==> config.mk <==
export PLATFORM = sky130hd
export DESIGN_NAME = muldiv_ctrl
export DESIGN_NICKNAME = d
export VERILOG_FILES = /design/src/rtl/muldiv_pkg.sv /design/src/rtl/muldiv_step.sv /design/src/rtl/muldiv_ctrl.sv
export SDC_FILE = /design/constraint.sdc
export NUM_CORES = 1
export LEC_CHECK = 0
export CORE_MARGIN = 4
export CORE_UTILIZATION = 59
export DETAILED_ROUTE_END_ITERATION = 7
export PLACE_DENSITY_LB_ADDON = 0.05
export SKIP_CTS_REPAIR_TIMING = 1
export SLEW_MARGIN = 20
export SYNTH_ARGS = -nofsm -noshare
export SYNTH_HDL_FRONTEND = slang
export SYNTH_SLANG_ARGS = --single-unit
==> constraint.sdc <==
create_clock -name clk -period 11.1 [get_ports clk]
set_input_delay 3.33 -clock clk [delete_from_list [all_inputs] [get_ports clk]]
set_output_delay 3.33 -clock clk [all_outputs]
set_load 0.01 [all_outputs]
==> src/rtl/muldiv_pkg.sv <==
// Shared types and constants for the RV32M multiply/divide sequencer.
package muldiv_pkg;

  localparam int MD_XLEN = 32;
  localparam int MD_ITER = 32;

  localparam logic [2:0] MD_OP_MUL    = 3'b000;
  localparam logic [2:0] MD_OP_MULH   = 3'b001;
  localparam logic [2:0] MD_OP_MULHSU = 3'b010;
  localparam logic [2:0] MD_OP_MULHU  = 3'b011;
  localparam logic [2:0] MD_OP_DIV    = 3'b100;
  localparam logic [2:0] MD_OP_DIVU   = 3'b101;
  localparam logic [2:0] MD_OP_REM    = 3'b110;
  localparam logic [2:0] MD_OP_REMU   = 3'b111;

  typedef enum logic [1:0] {
    MD_ST_IDLE = 2'd0,
    MD_ST_PREP = 2'd1,
    MD_ST_CALC = 2'd2,
    MD_ST_FIX  = 2'd3
  } md_state_e;

  // Two's-complement negate when neg is set (magnitude / sign restore).
  function automatic logic [MD_XLEN-1:0] md_cneg(input logic [MD_XLEN-1:0] v, input logic neg);
    return neg ? (~v + 1'b1) : v;
  endfunction

endpackage

==> src/rtl/muldiv_step.sv <==
// One iteration of shift-add multiply or restoring divide around a shared 33-bit add/subtract.
module muldiv_step
  import muldiv_pkg::*;
(
  input  logic               mode_div_i,
  input  logic [MD_XLEN-1:0] hi_i,
  input  logic [MD_XLEN-1:0] lo_i,
  input  logic [MD_XLEN-1:0] opnd_i,
  output logic [MD_XLEN-1:0] hi_o,
  output logic [MD_XLEN-1:0] lo_o,
  output logic [MD_XLEN:0]   sum_o,
  output logic               q_o
);

  logic [MD_XLEN:0] opa;
  logic [MD_XLEN:0] opb;
  logic [MD_XLEN:0] keep;

  always_comb begin
    opb   = {1'b0, opnd_i};
    opa   = mode_div_i ? {hi_i, lo_i[MD_XLEN-1]} : {1'b0, hi_i};
    sum_o = mode_div_i ? (opa - opb) : (opa + opb);
    q_o   = 1'b0;
    keep  = '0;
    hi_o  = hi_i;
    lo_o  = lo_i;
    if (mode_div_i) begin
      // A set remainder MSB means the shifted value already exceeds any 32-bit divisor.
      q_o  = hi_i[MD_XLEN-1] | ~sum_o[MD_XLEN];
      hi_o = q_o ? sum_o[MD_XLEN-1:0] : opa[MD_XLEN-1:0];
      lo_o = {lo_i[MD_XLEN-2:0], q_o};
    end else begin
      keep = lo_i[0] ? sum_o : {1'b0, hi_i};
      hi_o = keep[MD_XLEN:1];
      lo_o = {keep[0], lo_i[MD_XLEN-1:1]};
    end
  end

endmodule

==> src/rtl/muldiv_ctrl.sv <==
// RV32M multi-cycle multiply/divide sequencer: FSM, counter, sign handling, result registers.
// MULDIV_DIV_EN enables the divider; without it divide opcodes complete as illegal.
module muldiv_ctrl
  import muldiv_pkg::*;
#(
  parameter int XLEN = MD_XLEN
)
(
  input  logic            clk,
  input  logic            reset,
  input  logic            start,
  input  logic [2:0]      op,
  input  logic [XLEN-1:0] in_0,
  input  logic [XLEN-1:0] in_1,
  input  logic            flush,
  output logic            busy,
  output logic            done,
  output logic [XLEN-1:0] out,
  output logic            dz,
  output logic            illegal
);

  md_state_e       state_q, state_d;
  logic [2:0]      op_q;
  logic [XLEN-1:0] in0_q, in1_q, opnd_q, hi_q, lo_q, out_q;
  logic [5:0]      cnt_q;
  logic            neg_q, dz_q, ill_q, done_q, dz_out_q, ill_out_q;

  logic op_div, op_ill;
  logic sa_en, sb_en, sa, sb, div_zero;
  logic latch_en, prep_en, calc_en, fix_en;
  logic [XLEN-1:0]   step_hi, step_lo, result;
  logic [XLEN:0]     step_sum;
  logic              step_q;
  logic              unused_step;
  logic [2*XLEN-1:0] prod, prod_fix;

`ifdef MULDIV_DIV_EN
  assign op_div = op_q[2];
  assign op_ill = 1'b0;
`else
  assign op_div = 1'b0;
  assign op_ill = op_q[2];
`endif

  assign sa_en    = op_div ? ~op_q[0] : (op_q[1:0] != 2'b11);
  assign sb_en    = op_div ? ~op_q[0] : ~op_q[1];
  assign sa       = sa_en & in0_q[XLEN-1];
  assign sb       = sb_en & in1_q[XLEN-1];
  assign div_zero = op_div & (in1_q == '0);

  muldiv_step u_step (
    .mode_div_i (op_div),
    .hi_i       (hi_q),
    .lo_i       (lo_q),
    .opnd_i     (opnd_q),
    .hi_o       (step_hi),
    .lo_o       (step_lo),
    .sum_o      (step_sum),
    .q_o        (step_q)
  );
  assign unused_step = ^{step_sum, step_q};

  always_ff @(posedge clk or posedge reset) begin
    if (reset) state_q <= MD_ST_IDLE;
    else       state_q <= state_d;
  end

  always_comb begin
    state_d = state_q;
    unique case (state_q)
      MD_ST_IDLE: if (start) state_d = MD_ST_PREP;
      MD_ST_PREP: begin
        if (flush)                   state_d = MD_ST_IDLE;
        else if (op_ill || div_zero) state_d = MD_ST_FIX;
        else                         state_d = MD_ST_CALC;
      end
      MD_ST_CALC: begin
        if (flush)                            state_d = MD_ST_IDLE;
        else if (cnt_q == 6'(MD_ITER - 1))    state_d = MD_ST_FIX;
      end
      MD_ST_FIX:  state_d = MD_ST_IDLE;
      default:    state_d = MD_ST_IDLE;
    endcase
  end

  always_comb begin
    busy     = (state_q != MD_ST_IDLE);
    latch_en = (state_q == MD_ST_IDLE) && start;
    prep_en  = (state_q == MD_ST_PREP) && !flush;
    calc_en  = (state_q == MD_ST_CALC) && !flush;
    fix_en   = (state_q == MD_ST_FIX)  && !flush;
  end

  assign prod     = {hi_q, lo_q};
  assign prod_fix = neg_q ? (~prod + 1'b1) : prod;

  always_comb begin
    result = '0;
    if (ill_q)                 result = '0;
    else if (dz_q)             result = op_q[1] ? in0_q : '1;
    else if (op_div)           result = md_cneg(op_q[1] ? hi_q : lo_q, neg_q);
    else if (op_q[1:0] == 2'b00) result = prod_fix[XLEN-1:0];
    else                       result = prod_fix[2*XLEN-1:XLEN];
  end

  always_ff @(posedge clk or posedge reset) begin
    if (reset) begin
      op_q      <= '0;
      in0_q     <= '0;
      in1_q     <= '0;
      opnd_q    <= '0;
      hi_q      <= '0;
      lo_q      <= '0;
      cnt_q     <= '0;
      neg_q     <= 1'b0;
      dz_q      <= 1'b0;
      ill_q     <= 1'b0;
      out_q     <= '0;
      done_q    <= 1'b0;
      dz_out_q  <= 1'b0;
      ill_out_q <= 1'b0;
    end else begin
      done_q <= 1'b0;
      if (latch_en) begin
        op_q  <= op;
        in0_q <= in_0;
        in1_q <= in_1;
      end
      if (prep_en) begin
        hi_q   <= '0;
        lo_q   <= op_div ? md_cneg(in0_q, sa) : md_cneg(in1_q, sb);
        opnd_q <= op_div ? md_cneg(in1_q, sb) : md_cneg(in0_q, sa);
        // Remainder takes the dividend's sign; quotient and product take the XOR.
        neg_q  <= (op_div && op_q[1]) ? sa : (sa ^ sb);
        dz_q   <= div_zero;
        ill_q  <= op_ill;
        cnt_q  <= '0;
      end
      if (calc_en) begin
        hi_q  <= step_hi;
        lo_q  <= step_lo;
        cnt_q <= cnt_q + 6'd1;
      end
      if (fix_en) begin
        out_q     <= result;
        done_q    <= 1'b1;
        dz_out_q  <= dz_q;
        ill_out_q <= ill_q;
      end
    end
  end

  assign done    = done_q;
  assign out     = out_q;
  assign dz      = dz_out_q;
  assign illegal = ill_out_q;

endmodule

### Yosys cells after proc, flatten, opt, wreduce, memory -nomap -nowiden

Cells that the tools add are included.

| storage, ports and cells | value |
|---|---|
| bits in registers | 207 |
| bits of input ports | 71 |
| output and inout bits | 36 |
| word-level logic and storage cells | 61 |

| operators by class | value |
|---|---|
| add/subtract/negate cells | 5 |
| eq/ne operators | 7 |
| mux-type cells | 19 |
| bitwise gates (word level) | 7 |
| reduce and logical (&&, ||, !) cells | 10 |

Operator list:

| cell | count |
|---|---|
| 32-bit two-way mux | 8 |
| 32-bit by 1-bit adder with 32-bit output (second input constant) | 2 |
| 64-bit by 1-bit adder with 64-bit output (second input constant) | 1 |
| 64-bit two-way mux | 1 |
| 32-bit NOT | 2 |
| 64-bit NOT | 1 |
| 32-bit by 32-bit adder with 33-bit output | 1 |
| 33-bit two-way mux | 1 |
| 6-bit two-way mux | 2 |
| 2-bit two-way mux | 4 |
| 2-bit one-hot mux with 4 select lines | 1 |
| 6-bit by 1-bit adder with 6-bit output (second input constant) | 1 |
| 6-bit by 5-bit == test with 1-bit output (second input constant) | 1 |
| 2-bit == test (second input constant) | 2 |
| 1-bit logical AND | 4 |
| 2-bit logical NOT | 2 |
| 2-bit != test (second input constant) | 2 |
| 2-bit nonzero test | 2 |
| 3-bit != test (second input constant) | 1 |
| 1-bit bitwise AND | 2 |
| 2-bit by 1-bit == test with 1-bit output (second input constant) | 1 |
| 1-bit two-way mux | 2 |
| 2-bit AND reduction | 1 |
| 1-bit logical NOT | 1 |
| other kinds (2) | 2 |

### Depth between registers and ports, before layout

| depth | value |
|---|---|
| word-level depth | 5 |
| gate-level depth with buffers | 14 |
| depth with buffers taken out | 12 |

### Hierarchy

A second synthesis with hierarchy kept.

| second synthesis, totals | value |
|---|---|
| cell total of the unflattened synthesis | 1839 |
| area total of the unflattened synthesis | 15740.1 um^2 |

By module, submodules not included:

| module | instances | cells each | area an instance (um^2) | sequential area each (um^2) |
|---|---|---|---|---|
| muldiv_ctrl | 1 | 1177 | 11173.2 | 5180.0 |
| muldiv_step | 1 | 662 | 4566.9 | 0.0 |

### Least setup slack after synthesis

OpenSTA, ideal clock, no wires.

| timing | value |
|---|---|
| path kind | input to register |
| start point | input flush |
| end point | register cnt_q[5] |
| library setup time | 0.129 ns |
| arrival | 4.494 ns |
| data required time | 10.971 ns |
| slack | 6.477 ns |
| stages on the path | 5 |
| path buffers | 1 |
| cell sequence | nor3_1 > clkbuf_1 > nand4_1 > o211ai_1 > o31ai_1 |

| between the ends | value |
|---|---|
| cells in the longest elaborated chain, start to end | 3 |
| elaborated cells between the ends (all ways) | 5 |
| those cells by class | 1 x mux; 4 x reduce/logical |

RTL lines:

| what | line | text |
|---|---|---|
| start: declaration | muldiv_ctrl.sv:15 | `input logic flush,` |
| 1-bit logical NOT (*) | muldiv_ctrl.sv:90, muldiv_ctrl.sv:91 |  |
| 1-bit logical AND (on tied branches) | muldiv_ctrl.sv:91, muldiv_ctrl.sv:90 |  |
| 6-bit two-way mux / 2-bit nonzero test (equally long branches) | n/a |  |
| end signal: assignment | muldiv_ctrl.sv:143 | `cnt_q <= cnt_q + 6'd1;` |
| end: declaration | muldiv_ctrl.sv:26 | `logic [5:0] cnt_q;` |

Every way passes the cells marked *; elsewhere a longest branch is shown, timed or not.
A chain may end at the register's enable or synchronous reset.

### Worst setup path in the final report

| timing | value |
|---|---|
| start point | input flush |
| end point | register out_q[11], in the netlist out[11] |

| between the ends | value |
|---|---|
| cells in the longest elaborated chain, start to end | 2 |

RTL lines:

| what | line | text |
|---|---|---|
| 1-bit logical NOT | muldiv_ctrl.sv:92 | `fix_en = (state_q == MD_ST_FIX) && !flush;` |
| 1-bit logical AND | muldiv_ctrl.sv:92 |  |
| end signal: assignment | muldiv_ctrl.sv:146 | `out_q <= result;` |
| end: declaration | muldiv_ctrl.sv:25 | `logic [XLEN-1:0] in0_q, in1_q, opnd_q, hi_q, lo_q, out_q;` |

Every way passes these cells.

==> results.py <==
metrics = {
    "finish": {
        "stdcell_area_um2": 14400,
        "drive_gt1_frac": 0.0949,
        "antenna-diode-count": 0,
        "finish.utilization": 0.706,
        "design.final.nets": 1483,
        "mostFrequentLayoutCell": "dfrtp_1",
        "layoutNonFillerInstCount": 1661,
        "areaGrowthSynthToFinish_pct": 16.3,
        "commonest_cells_after_routing_fill_and_taps_aside": "dfrtp_1 (206), o21ai_0 (171), nand2_1 (146), clkdlybuf4s50_1 (105), xor2_1 (75)",
    },
    "job": {
        "drv.max_cap_violation_count": 0,
    },
    "route": {
        "route.detailed.wl_per_inst_um": 19.6,
        "final_antenna_net_count": 0,
        "vias_cell": 6.19,
        "detailroute.via_count": 10300,
        "drc": 0,
        "detail_route.first_pass.iterations": 5,
        "dr.first_iter.drc_count": 924,
        "routed_wire_length_um": 32600,
    },
    "synth": {
        "synth_cells": 1314,
        "postSynthAreaPerCell_um2": 9.43,
        "yosysTopAreaCellShare": 0.418,
        "yosys_register_bits": 207,
        "synth_nets": 1422,
        "ys.flop_type": "dfrtp_1",
        "post_synth_num_cell_types": 72,
        "synth-async-reset-ratio": 1.00,
        "yosys_warnings": 0,
        "synth-edff-count": 0,
        "mappedNetlistArea_um2": 12400,
        "synth_top_cells_by_area": "dfrtp_1 (42%), o21ai_0 (6.9%), mux2_2 (5.5%)",
        "synth_seq_area_share": 0.418,
        "area_leader_netlist": "dfrtp_1",
    },
    "power_and_ir_drop": {
        "power_switching_mw": 1.97,
        "vdd_ir_drop_max_uv": 186,
        "cellInternalPower_mw": 2.58,
        "clock_power_share": 0.182,
        "power.density_nw_per_um2": 316,
        "power.share.combinational": 0.468,
        "p_sw_frac": 0.434,
        "static-leakage-power_nw": 6.15,
        "totalPowerFinal_mw": 4.55,
        "power_frac_seq": 0.350,
    },
    "floorplanning": {
        "die-width_um": 153,
        "floorplan.die_area_um2": 23400,
        "fp.dieH_um": 153,
        "placeableCoreArea_um2": 20400,
        "number_of_rows_in_the_core_area": 52,
        "initial_core_util": 0.607,
        "ios": 107,
    },
    "sta": {
        "rsz0062_at_grt": "false",
        "worst_hold_slack_ps": 475,
        "report.final.setup_viol": 0,
        "final_worst_clock_skew_ps": 19.5,
        "worst_slew_margin_rel": 0.281,
        "post-route-min-period_ps": 5760,
        "setup_slack_ps": 5340,
        "layout_worst_path_cycle_share": 0.519,
        "timing.setup.tns_ps": 0,
        "fmax_ghz": 0.173,
        "hold_viol_final": 0,
        "timing_worst_slew_pin_value_ps": 1080,
        "final_max_slew_viol_count": 0,
    },
    "placement": {
        "buffer_ports.inserted": 105,
        "placed_cells_incl_taps": 1619,
        "hpwlAfterDp_um": 23500,
        "detailed_place.area_um2": 13600,
        "dp_slack_ps": 4920,
        "routabilityCongestion": 0.871,
    },
    "clocking": {
        "numCtsBuffers": 24,
        "cts_root_buffer": "clkbuf_16",
        "cts_tree": "yes",
        "clock_path_buffers": 3,
        "clk_pin_slew_worst_paths_ps": 50,
        "cts_htree_levels": 1,
        "insertion_delay_of_the_later_clocked_pin_in_the_worst_skew_pair_ps": 530,
        "cts_num_sinks": 207,
    },
    "worst_hold_path": {
        "hold_path.startpoint": "illegal",
        "hp-class": "reg2reg",
        "hold-path-cell-count": 2,
    },
    "global_route": {
        "first_global_vias": 9649,
        "grt_pass1_wl_um": 52200,
        "antenna_found_initial": 0,
        "largest_net_degree_at_the_start_of_global_routing": 131,
        "grt_overflow_total": 0,
        "global_route.usage.total": 0.269,
    },
    "critical_path": {
        "kind_of_end_point_of_the_critical_path": "flop",
        "criticalPathCategory": "in2reg",
        "reg2reg_from": "lo_q[1]",
        "crit_path_max_incr_delay_ps": 710,
        "path_depth": 9,
        "crit_buf_inv": 3,
        "crit_family": "simple AND/OR/NAND/NOR gates",
        "worstSetupStartpointType": "input port",
        "critical_path.startpoint": "flush",
        "crit_path_top_delay_cell": "nor2_1",
        "arrival_ps": 6190,
        "cp.required_ps": 11520,
        "cp_cell_sequence": "clkdlybuf4s50_1, inv_1, nand3_1, buf_4, nor2_1, nand2_1, nor2_1, a222oi_1, o21ai_0",
        "critical-path-top-cell-by-count": "nor2_1",
        "worstRegToRegCells": 10,
        "path_max_fanout": 36,
    },
    "run_status": {
        "status": "finished clean",
    },
}
-- power groups by stage --
stage | Combinational (mW) | Sequential, mW | Clock, mW
final | 2.13 | 1.59 | 0.828
after detailed placement | 2.10 | 1.58 | 0
after CTS | 2.12 | 1.57 | 0.836
after global routing | 2.34 | 1.64 | 0.868
after floorplan | 1.58 | 1.40 | 0
after global placement | 2.05 | 1.57 | 0
-- routing by layer --
layer	share of wire	vias to the layer above	global-route usage	routed length, um
li1	-	4912	-	-
met1	0.49	5006	0.422	16000
met2	0.43	322	0.401	14000
met3	0.059	48	0.0396	1920
met4	0.021	0	0.0556	677
met5	0	-	0	0
-- state kept, by name (all words and copies together) (netlist names) --
name,cells
hi_q,32
in0_q,32
in1_q,32
lo_q,32
opnd_q,32
out,32
cnt_q,6
op_q,3
state_q,2
done,1
ill_q,1
illegal,1
neg_q,1
-- kinds of logic after synthesis --
logic type	Yosys count	share of synthesized area
other	1	0.000303
buffers and inverters	100	0.0325
DFF	207	0.418
xor gates and xnor gates	144	0.102
muxes	79	0.0699
adders and majority gates	37	0.0380
AOI/OAI and AO/OA	416	0.210
and+or+nand+nor	330	0.129
-- cells in the mapped netlist (9+ instances only) --
master      n
o21ai_0   171
nor3_1     13
nor2_1     48
a22oi_1    44
or3_1      16
a21oi_1    62
xor2_1     75
o41ai_1    10
nor4_1     16
mux2i_1    19
a21o_1     26
mux2_2     60
ha_1       36
nand3_1    15
inv_1      20
clkbuf_1   68
or4_1      11
xnor2_1    69
dfrtp_1   207
nand2_1   146
o31ai_1    30
nor2b_1    13
a31oi_1    15
nand4_1     9
-- area by class of cell --
type / instances / area (um^2)
multi-input combinational: 1007 / 6840
clock inverter: 6 / 130
inverter: 20 / 82.6
timing repair buffer: 115 / 1130
tap: 270 / 338
sequential: 207 / 5180
clock buffer: 36 / 716
fill: 1630 / 6010
-- worst reg2reg max path, delay by kind of cell, from the launching register on --
kind,cells,cell delay [ps]
buffers and inverters,1,90
adder cells (fa/ha/maj),1,150
AND/OR/NAND/NOR,5,2450
flip-flops,1,450
AO/OA/AOI/OAI,3,860
-- final timing paths --
kind / end / slack (ps)
worst max-delay path: out[11] / 5340
worst min-delay path: illegal / 480
worst max register to register: out[24] / 6970
worst min register to register: illegal / 480
max in group asynchronous: neg_q / 6050
min in group asynchronous: in0_q[18] / 3400
(Power assumes the default switching activity.)
